## src/rtl/burst_ram_arbiter.sv

```systemverilog
// Two-client arbiter for one shared burst RAM port: each grant covers one command plus its burst.
// Define BURST_RAM_ARBITER_FIXED_PRIORITY_EN for fixed priority (client 0 wins ties); default is round robin.
module burst_ram_arbiter #(
   parameter int BURST_RAM_DEPTH_BITWIDTH = 21,
   parameter int COMMAND_DELAY_INTERVAL   = 13,
   parameter int BURST_BEATS              = 4
) (
   input  logic                                clk,
   input  logic                                rst,
   input  logic                                c0_req,
   output logic                                c0_gnt,
   input  logic                                c0_cmd,
   input  logic                                c0_cmd_en,
   input  logic [BURST_RAM_DEPTH_BITWIDTH-1:0] c0_addr,
   input  logic [63:0]                         c0_wr_data,
   input  logic [7:0]                          c0_data_mask,
   output logic [63:0]                         c0_rd_data,
   output logic                                c0_rd_data_valid,
   input  logic                                c1_req,
   output logic                                c1_gnt,
   input  logic                                c1_cmd,
   input  logic                                c1_cmd_en,
   input  logic [BURST_RAM_DEPTH_BITWIDTH-1:0] c1_addr,
   input  logic [63:0]                         c1_wr_data,
   input  logic [7:0]                          c1_data_mask,
   output logic [63:0]                         c1_rd_data,
   output logic                                c1_rd_data_valid,
   output logic                                br_cmd,
   output logic                                br_cmd_en,
   output logic [BURST_RAM_DEPTH_BITWIDTH-1:0] br_addr,
   output logic [63:0]                         br_wr_data,
   output logic [7:0]                          br_data_mask,
   input  logic [63:0]                         br_rd_data,
   input  logic                                br_rd_data_valid
);

   localparam int DLY_W  = $clog2(COMMAND_DELAY_INTERVAL + 1);
   localparam int BEAT_W = $clog2(BURST_BEATS) + 1;

   typedef enum logic [1:0] {IDLE, GRANT, READ, WRITE} state_t;

   state_t              state, state_nxt;
   logic [1:0]          gnt, gnt_nxt;
   logic [DLY_W-1:0]    delay_cnt;
   logic [BEAT_W-1:0]   beat_cnt, beat_nxt;
   logic                owner, own_req, own_cmd, own_cmd_en, last_beat, pick_c1;

   assign owner      = gnt[1];
   assign own_req    = owner ? c1_req    : c0_req;
   assign own_cmd    = owner ? c1_cmd    : c0_cmd;
   assign own_cmd_en = owner ? c1_cmd_en : c0_cmd_en;
   assign last_beat  = (beat_cnt == BEAT_W'(BURST_BEATS - 1));

`ifdef BURST_RAM_ARBITER_FIXED_PRIORITY_EN
   assign pick_c1 = c1_req && !c0_req;
`else
   logic last_served;
   logic txn_done;

   assign txn_done = ((state == READ) && br_rd_data_valid && last_beat) ||
                     ((state == WRITE) && last_beat);

   // Starts at 1 so client 0 wins the first tie.
   always_ff @(posedge clk) begin
      if (rst)           last_served <= 1'b1;
      else if (txn_done) last_served <= owner;
   end

   assign pick_c1 = c1_req && (!c0_req || !last_served);
`endif

   // NOTE: every variable is given a default first so no path leaves it unassigned (no latch).
   always_comb begin
      state_nxt = state;
      gnt_nxt   = gnt;
      beat_nxt  = beat_cnt;
      br_cmd_en = 1'b0;
      case (state)
         IDLE: begin
            if ((delay_cnt == '0) && (c0_req || c1_req)) begin
               state_nxt = GRANT;
               gnt_nxt   = pick_c1 ? 2'b10 : 2'b01;
            end
         end
         GRANT: begin
            if (own_cmd_en) begin
               br_cmd_en = 1'b1;
               state_nxt = own_cmd ? WRITE : READ;
               // The command cycle already carries write beat 0.
               beat_nxt  = own_cmd ? BEAT_W'(1) : '0;
            end else if (!own_req) begin
               state_nxt = IDLE;
               gnt_nxt   = 2'b00;
            end
         end
         READ: begin
            if (br_rd_data_valid) begin
               beat_nxt = beat_cnt + BEAT_W'(1);
               if (last_beat) begin
                  state_nxt = IDLE;
                  gnt_nxt   = 2'b00;
               end
            end
         end
         WRITE: begin
            beat_nxt = beat_cnt + BEAT_W'(1);
            if (last_beat) begin
               state_nxt = IDLE;
               gnt_nxt   = 2'b00;
            end
         end
         default: begin
            state_nxt = IDLE;
            gnt_nxt   = 2'b00;
         end
      endcase
   end

   // NOTE: sequential state uses non-blocking assignments so all flops update together.
   always_ff @(posedge clk) begin
      if (rst) begin
         state     <= IDLE;
         gnt       <= 2'b00;
         beat_cnt  <= '0;
         delay_cnt <= '0;
      end else begin
         state    <= state_nxt;
         gnt      <= gnt_nxt;
         beat_cnt <= beat_nxt;
         if (br_cmd_en)             delay_cnt <= DLY_W'(COMMAND_DELAY_INTERVAL);
         else if (delay_cnt != '0)  delay_cnt <= delay_cnt - DLY_W'(1);
      end
   end

   always_comb begin
      br_cmd       = 1'b0;
      br_addr      = '0;
      br_wr_data   = '0;
      br_data_mask = '0;
      if (gnt[0]) begin
         br_cmd       = c0_cmd;
         br_addr      = c0_addr;
         br_wr_data   = c0_wr_data;
         br_data_mask = c0_data_mask;
      end else if (gnt[1]) begin
         br_cmd       = c1_cmd;
         br_addr      = c1_addr;
         br_wr_data   = c1_wr_data;
         br_data_mask = c1_data_mask;
      end
   end

   assign c0_gnt           = gnt[0];
   assign c1_gnt           = gnt[1];
   assign c0_rd_data       = br_rd_data;
   assign c1_rd_data       = br_rd_data;
   assign c0_rd_data_valid = (state == READ) && gnt[0] && br_rd_data_valid;
   assign c1_rd_data_valid = (state == READ) && gnt[1] && br_rd_data_valid;

endmodule

```

## config.mk

```make
export PLATFORM = sky130hd
export DESIGN_NAME = burst_ram_arbiter
export DESIGN_NICKNAME = d
export VERILOG_FILES = /design/src/rtl/burst_ram_arbiter.sv
export SDC_FILE = /design/constraint.sdc
export NUM_CORES = 1
export LEC_CHECK = 0
export CAP_MARGIN = 20
export CORE_AREA = 4 4 186 188
export CTS_CLUSTER_DIAMETER = 120
export DETAILED_ROUTE_END_ITERATION = 10
export DIE_AREA = 0 0 190 192
export DONT_BUFFER_PORTS = 1
export PLACE_DENSITY_LB_ADDON = 0.3
export SYNTH_ARGS = -nofsm -noshare
export SYNTH_HDL_FRONTEND = slang
export SYNTH_SLANG_ARGS = --single-unit
export TNS_END_PERCENT = 10
```

## constraint.sdc

```tcl
create_clock -name clk -period 2.54 [get_ports clk]
set_input_delay 0.508 -clock clk [delete_from_list [all_inputs] [get_ports clk]]
set_output_delay 0.508 -clock clk [all_outputs]
set_load 0.01 [all_outputs]
```

* After elaboration in Yosys (flattened, before gate mapping)
Cells that the tools add are included.
** Cells by class
- Add/sub/neg operators :: 2
- Equality and inequality tests :: 10
- Multiplexer cells :: 32
- Reductions and logical operators :: 23
** Operators with widths (count)
- two-way mux 64 bit :: 2
- two-way mux 21 bit :: 2
- two-way mux 2 bit :: 10
- two-way mux 8 bit :: 2
- one-hot mux 2 bit (4 select lines) :: 2
- != test 2 bit (second input constant) :: 5
- logical AND 1 bit :: 9
- two-way mux 1 bit :: 9
- one-hot mux 3 bit (3 select lines) :: 1
- two-way mux 4 bit :: 2
- two-way mux 3 bit :: 2
- AND reduction 3 bit :: 2
- == test 2 bit (second input constant) :: 2
- logical NOT 4 bit :: 1
- AND reduction 4 bit :: 1
- nonzero test 4 bit :: 1
- subtractor 4 x 1 -> 4 bit (second input constant) :: 1
- adder 3 x 1 -> 3 bit (second input constant) :: 1
- == test 3 x 2 -> 1 bit (second input constant) :: 1
- logical OR 1 bit :: 3
- != test 3 bit (second input constant) :: 1
- nonzero test 3 bit :: 1
- == test 2 x 1 -> 1 bit (second input constant) :: 1
- logical NOT 1 bit :: 2
- 3 further kinds :: 3
** Word-level totals
- Bits in registers :: 12
- Word-level logic and storage cells :: 73

* Depth between registers and ports, before layout
Gate-level depths: netlist of the first run.
- Depth after elaboration :: 6
- Depth in mapped cells :: 7
- Mapped depth without buffers :: 6

* Worst setup path before layout of the first run
Ideal clock, no wire load.
- Path kind :: register -> output
- From :: reg gnt[1]
- To :: out br_addr[0]
- Arrival :: 1581 ps
- Data required time :: 2032 ps
- Slack :: 451 ps
- Stages on the path, launching flop included :: 6
- Cell sequence :: dfxtp_1 -> clkbuf_1 -> nor2b_1 -> clkbuf_1 -> clkbuf_1 -> a22o_1
** On the way
- Cells in the longest elaborated chain, start to end :: 2
** Ends and longest elaborated chain
- start, declared :: RTL line 43 : logic [1:0] gnt, gnt_nxt;
- start signal, assigned :: RTL line 128 : gnt <= gnt_nxt;
- two-way mux 21 bit :: RTL line 145 : end else if (gnt[1]) begin
- two-way mux 21 bit :: RTL line 140 : if (gnt[0]) begin
- end, declared :: RTL line 30 : output logic [BURST_RAM_DEPTH_BITWIDTH-1:0] br_addr,
Every way passes these cells.

* Worst setup path in the final report of the first run
- From :: reg gnt[1]
- To :: out br_wr_data[52]
** On the way
- Cells in the longest elaborated chain, start to end :: 2
** Ends and longest elaborated chain
- two-way mux 64 bit :: RTL line 145
- two-way mux 64 bit :: RTL line 140
- end, declared :: RTL line 31 : output logic [63:0] br_wr_data,
Every way passes these cells.

==> results of run 1 <==
==> synthesized netlist by cell type, drive strengths merged (2+ instances only) <==
library cell | instances | area, um2
o221ai | 2 | 17.5
o21ai | 6 | 30.0
a21boi | 2 | 15.0
dfxtp | 12 | 240
ha | 3 | 37.5
nand2b | 3 | 18.8
nor2 | 8 | 30.0
nand2 | 8 | 30.0
nor2b | 2 | 12.5
nor3 | 4 | 20.0
nand3 | 2 | 10.0
a22o | 93 | 815
nor3b | 3 | 22.5
a21oi | 9 | 45.0
clkbuf | 25 | 93.8
inv | 6 | 22.5
o31ai | 2 | 15.0
buf | 129 | 966
==> stage by stage <==
stage          total power, mW  cell area (um2)
2_1_floorplan             1.43             2540
3_3_place_gp              1.49             2110
3_5_place_dp              1.49             2110
4_1_cts                   1.82             2200
5_1_grt                   1.95             2200
6_report                  1.80             2210
==> layer usage <==
metal / global-route usage / wire length, um / share of wire
met2: 0.0694 / 4860 / 0.43
met4: 0.0167 / 350 / 0.031
met3: 0.0280 / 1760 / 0.16
met1: 0.0619 / 4270 / 0.38
met5: 0 / 0 / 0
==> how the worst min path moves through the flow <==
stage / startpoint / endpoint / slack, ns
2_1_floorplan: beat_cnt[1]$_SDFFE_PP0P_ / beat_cnt[1]$_SDFFE_PP0P_ / 0.45
3_3_place_gp: beat_cnt[1]$_SDFFE_PP0P_ / beat_cnt[1]$_SDFFE_PP0P_ / 0.46
3_5_place_dp: beat_cnt[1]$_SDFFE_PP0P_ / beat_cnt[1]$_SDFFE_PP0P_ / 0.46
4_1_cts: rst / gnt[0]$_SDFFE_PP0P_ / 0.33
5_1_grt: rst / beat_cnt[1]$_SDFFE_PP0P_ / 0.33
6_report: rst / gnt[0]$_SDFFE_PP0P_ / 0.33
==> state kept, by name, summed over array words and instances (netlist names) <==
signal       flops
beat_cnt         3
delay_cnt        4
gnt              2
last_served      1
state            2
==> cells in the final DEF, fill, tap and decap left out, types with 2 or more instances in the layout <==
cell type,instances
a21boi_0,2
a21oi_1,9
a22o_1,93
buf_4,5
clkbuf_16,3
dfxtp_1,11
ha_1,3
inv_1,6
nand2_1,8
nand2b_1,3
nand3_1,2
nor2_1,8
nor3_1,4
nor3b_1,3
o21ai_0,6
o221ai_1,2
o31ai_1,2
==> report_power, final <==
group          switching [mW]  internal, mW  leakage [nW]
clock                  0.0850         0.238        0.0442
combinational           0.750         0.419         0.491
sequential             0.0637         0.242        0.0989
==> cells by family (layout without fill, tap and decap cells) <==
| family | count (synthesis) | after routing | synth area share |
|---|---|---|---|
| other | 0 | 1 | 0 |
| adders and majority gates | 3 | 3 | 0.0148 |
| DFF | 12 | 12 | 0.0944 |
| muxes | 1 | 1 | 0.00442 |
| buffers and inverters | 160 | 16 | 0.425 |
| AOI/OAI and AO/OA | 120 | 120 | 0.388 |
| xor gates and xnor gates | 1 | 1 | 0.00344 |
| and+or+nand+nor | 34 | 34 | 0.0693 |
==> area by class of cell <==
class	count	area [um2]
timing repair buffer	6	57.6
multi-input combinational	159	1230
inverter	6	22.5
clock buffer	4	88.8
sequential	12	244
fill	3915	30900
antenna	1	2.50
tap	448	561
==> worst register-to-register path, stage by stage (launching register included) <==
cell and delay (ns):
dfxtp_1 0.32, inv_1 0.06, ha_1 0.18, or3b_1 0.45
o31a_1 0.35, or4b_1 0.53, a21oi_1 0.15
==> results.txt, run 1 <==
Crit-path cells -> nor2b_4, buf_4, a22o_1
Critical path startpoint -> gnt[1]$_SDFFE_PP0P_
Worst Reg-to-Reg Cells -> 6
Congestion Overflow GR -> 0
Largest net degree at the start of global routing -> 99
Layout cell share with drive strength beyond 1 -> 0.0695
Yosys Warn Count -> 0
Clock Sinks -> 12
Hold-critical path depth -> 1
TritonCTS Buffers -> 3
Fin util -> 0.0666
Power Density -> 815 nW/um2
Post-route setup slack -> 0.391 ns
Critical R2R Launch -> delay_cnt[0]$_SDFFE_PP0P_
Yosys cell types -> 31
Detail Route Antenna Nets -> 0
Fin nets -> 450
Endpoints failing setup -> 0
WP depth -> 3
Syn Nets -> 593
Slew headroom -> 0.591
CP Max Fanout -> 58
Slew @ Worst Pin -> 0.613 ns
Reg-to-reg endpoint -> gnt[0]$_SDFFE_PP0P_
Critical path's top delay family -> buffers and inverters
Starting Density -> 0.0769
Placer Congestion -> 0.692
Static leakage -> 0.635 nW
Clock-pin slew on the worst setup and hold paths -> 0.05 ns
Max cap viols -> 0
Critical Path AT -> 1.64 ns
First-pass GRT wire length -> 12700 um
Core area -> 33100 um2
WP buf/inv -> 1
Inst Count DP -> 631
H-tree depth -> 1
Async SR Flop Fraction -> 0
Hold Buf Count CTS -> 0
Seq cells post-synth -> 12
Overall die width -> 190 um
EDFF count, synth -> 0
Dpl hpwl -> 9590 um
Avg Inst Size Synth -> 7.69 um2
Worst EP required -> 2.03 ns
Fin Hold WS -> 0.332 ns
Routed Wire Length -> 11200 um
Worst min path class -> input pin to flop
Worst Setup Start Kind -> flop
Via density -> 3.08
TNS Setup -> 0 ns
Reg2Reg Setup Slack -> 0.44 ns
GRT Util Overall -> 0.0490
Post-CTS Setup Repair Bufs -> 0
Port buffer count -> 0
Critical path endpoint -> br_wr_data[52]
First-iteration detailed-routing DRC count -> 92
F_max -> 465 MHz
Die area -> 36500 um2
Critical path's slowest cell -> buf_4
Area Overhead vs Synth -> -13.3%
Mapped Cells -> 331
Number of core rows -> 67
Worst vdd ir -> 0.000404 V
Synth Cell Area -> 2540 um2
Initial antenna violation count -> 0
Vias in the first global route -> 1716
Kind of critical path -> flop to output pin
Slew Viols, Final -> 0
CTS root buf -> clkbuf_16
Status -> finished, final reports clean
CTS tree -> done
Slowest Stage Delay on Critical Path -> 0.47 ns
Tcrit/Tclk final -> 0.846
Clock skew -> 0.00296 ns
Crit. End Element -> output pin
DRC -> 0
Post-cts repair resize count -> 0
Final hold vios -> 0
Tmin final -> 2.15 ns
IO Count -> 486
Top_reg_cell synth -> dfxtp_1
RSZ-0062 raised after global routing -> no
Clk buf depth -> 2
Via count -> 1958
Sequential area share after synthesis -> 0.0944
1st-pass router iterations -> 4
Die H -> 192 um
Routed wire length per instance -> 17.7 um
Pre-CTS WS -> 0.452 ns
Later-pin clock latency in the skew report -> 0.24 ns
Non-Filler Instances -> 636
Note: power is estimated with default switching activity, not from simulation.
==> run 2, diff against run 1 <==
Clock period 2.54 ns to 2.1 ns, I/O delays scaled along.
==> results.txt, run 2 (synthesized netlist as in run 1, its figures left out) <==
Status -> finished, final reports clean
Tcrit/Tclk final -> 0.956
CTS root buf -> clkbuf_16
Layout cell share with drive strength beyond 1 -> 0.110 (+0.0404)
Clock-pin slew on the worst setup and hold paths -> 0.04 ns (about the same)
Routed Wire Length -> 11200 um (-0.26%)
Fillers -> 3918 (+0.077%)
Crit-path cells -> nor2b_4, buf_12, a22o_1
Later-pin clock latency in the skew report -> 0.24 ns (about the same)
Slowest Stage Delay on Critical Path -> 0.42 ns (-0.05 ns)
Hold path start -> rst
GRT Util Overall -> 0.0492 (+0.000278)
Clock Sinks -> 12 (unchanged)
Dpl hpwl -> 9600 um (+0.19%)
Top flop regs -> delay_cnt (4), beat_cnt (3)
Worst Reg-to-Reg Cells -> 6 (unchanged)
Initial antenna violation count -> 0 (unchanged)
Slew headroom -> 0.679 (+0.0873)
Pint -> 1.16 mW (+29%)
Starting Density -> 0.0769 (unchanged)
Most frequent cells in the layout -> a22o_1, dfxtp_1, a21oi_1
Kind of critical path -> flop to output pin
Clock skew -> 0.00363 ns (+0.000665 ns)
Sw Share -> 0.488 (-0.0120)
Reg2Reg Setup Slack -> 0.10 ns (-0.34 ns)
Critical Path AT -> 1.59 ns (-0.05 ns)
Post-CTS Setup Repair Bufs -> 0 (unchanged)
Static leakage -> 0.666 nW (+5.0%)
H-tree depth -> 1 (unchanged)
Max cap viols -> 0 (unchanged)
Worst vdd ir -> 0.000419 V (+3.8%)
CP Max Fanout -> 72 (+24%)
Slew Viols, Final -> 0 (unchanged)
DRC -> 0 (unchanged)
Post-route cell area -> 2270 um2 (+3.1%)
Commonest non-fill, non-tap cell in the layout -> a22o_1
Critical R2R Launch -> delay_cnt[0]$_SDFFE_PP0P_
Critical path's top delay family -> flip-flops
WP buf/inv -> 1 (unchanged)
Vias in the first global route -> 1720 (+0.23%)
Hold-critical path depth -> 1 (unchanged)
Via count -> 1964 (+0.31%)
Port buffer count -> 0 (unchanged)
Endpoints failing setup -> 0 (unchanged)
First-pass GRT wire length -> 12800 um (+0.82%)
Crit. End Element -> output pin
Core area -> 33100 um2 (unchanged)
Comb power frac -> 0.650 (about the same)
First-iteration detailed-routing DRC count -> 68 (-26%)
TritonCTS Buffers -> 3 (unchanged)
Area Overhead vs Synth -> -10.7%
F_max -> 498 MHz
Register area -> 244 um2 (unchanged)
Largest net degree at the start of global routing -> 83 (-16%)
Hold worst-path end -> gnt[0]$_SDFFE_PP0P_
Diode count -> 0 (-1)
1st-pass router iterations -> 4 (unchanged)
Flop pwr share -> 0.175 (+0.005)
Critical path's slowest cell -> dfxtp_1
CTS tree -> done
Max FFs per register -> 4 (unchanged)
Worst Setup Start Kind -> flop
Final hold vios -> 0 (unchanged)
Power Density -> 996 nW/um2 (+22%)
Share of total power in the clock network -> 0.174 (-0.006)
IO Count -> 486 (unchanged)
Fin nets -> 454 (+0.89%)
NetSw -> 1.10 mW (+23%)
Tmin final -> 2.01 ns
Number of core rows -> 67 (unchanged)
Placer Congestion -> 0.689 (-0.32%)
Worst min path class -> input pin to flop
Placed Area -> 2170 um2 (+2.6%)
Via density -> 3.07 (-0.16%)
TNS Setup -> 0 ns (unchanged)
Routed wire length per instance -> 17.5 um (-0.73%)
Die area -> 36500 um2 (unchanged)
RSZ-0062 raised after global routing -> no
Multi-input gate area -> 1240 um2 (+1.2%)
Die H -> 192 um (unchanged)
Reg-to-reg endpoint -> gnt[0]$_SDFFE_PP0P_
Hold Buf Count CTS -> 0 (unchanged)
Clk buf depth -> 2 (unchanged)
Detail Route Antenna Nets -> 0 (unchanged)
Congestion Overflow GR -> 0 (unchanged)
Slew @ Worst Pin -> 0.478 ns (-0.135 ns)
Worst EP required -> 1.68 ns (-0.35 ns)
Top reg by flops -> delay_cnt
Overall die width -> 190 um (unchanged)
run 2: how the worst max path moves through the flow:
stage,from,endpoint,slack (ns),depth (start not counted)
5_1_grt,delay_cnt[0]$_SDFFE_PP0P_,gnt[0]$_SDFFE_PP0P_,0.003,6
6_report,gnt[1]$_SDFFE_PP0P_,br_wr_data[54],0.09,3
3_5_place_dp,delay_cnt[0]$_SDFFE_PP0P_,gnt[0]$_SDFFE_PP0P_,0.1,6
2_1_floorplan,delay_cnt[0]$_SDFFE_PP0P_,gnt[0]$_SDFFE_PP0P_,0.09,7
4_1_cts,gnt[1]$_SDFFE_PP0P_,br_addr[18],0.07,4
3_3_place_gp,delay_cnt[0]$_SDFFE_PP0P_,gnt[0]$_SDFFE_PP0P_,0.11,6
run 2: final cells by class:
type / count / share of cell area
multi-input cells: 159 / 0.548
well taps: 448 / 0.247
flip-flops and latches: 12 / 0.107
repair buffers: 10 / 0.0495
clock buffers: 4 / 0.0391
inverters: 6 / 0.00991
run 2: timing repair:
action,4_1_cts,5_1_grt
gates resized for setup,2,2
pin swaps,0,0
hold endpoints to repair,0,0
endpoints found under the setup margin,2,1
run 2: stage by stage:
step / total power, mW / hold WS, ns / util / instances / setup slack, ns
final: 2.26 / 0.246 / 0.0687 / 639 / 0.0928
after global routing: 2.43 / 0.238 / 0.0687 / 639 / 0.00262
after CTS: 2.29 / 0.238 / 0.0685 / 639 / 0.0701
after detailed placement: 1.87 / 0.465 / 0.0655 / 635 / 0.0980
after global placement: 1.88 / 0.456 / 0.0655 / 635 / 0.114
after floorplan: 1.73 / 0.452 / - / 331 / 0.0920
run 2: layer usage:
metal | wire (um) | part of all wire | GRT usage | up-vias
li1 | - | - | - | 801
met1 | 4150 | 0.37 | 0.0631 | 902
met2 | 4840 | 0.43 | 0.0672 | 224
met3 | 1850 | 0.16 | 0.0280 | 37
met4 | 375 | 0.033 | 0.0200 | 0
met5 | 0 | 0 | 0 | -
run 2: power by group through the flow:
stage,Combinational (mW),Sequential (mW),Clock (mW)
6_report,1.47,0.397,0.395
5_1_grt,1.60,0.417,0.415
4_1_cts,1.48,0.399,0.402
3_5_place_dp,1.47,0.403,0
3_3_place_gp,1.48,0.400,0
2_1_floorplan,1.41,0.326,0
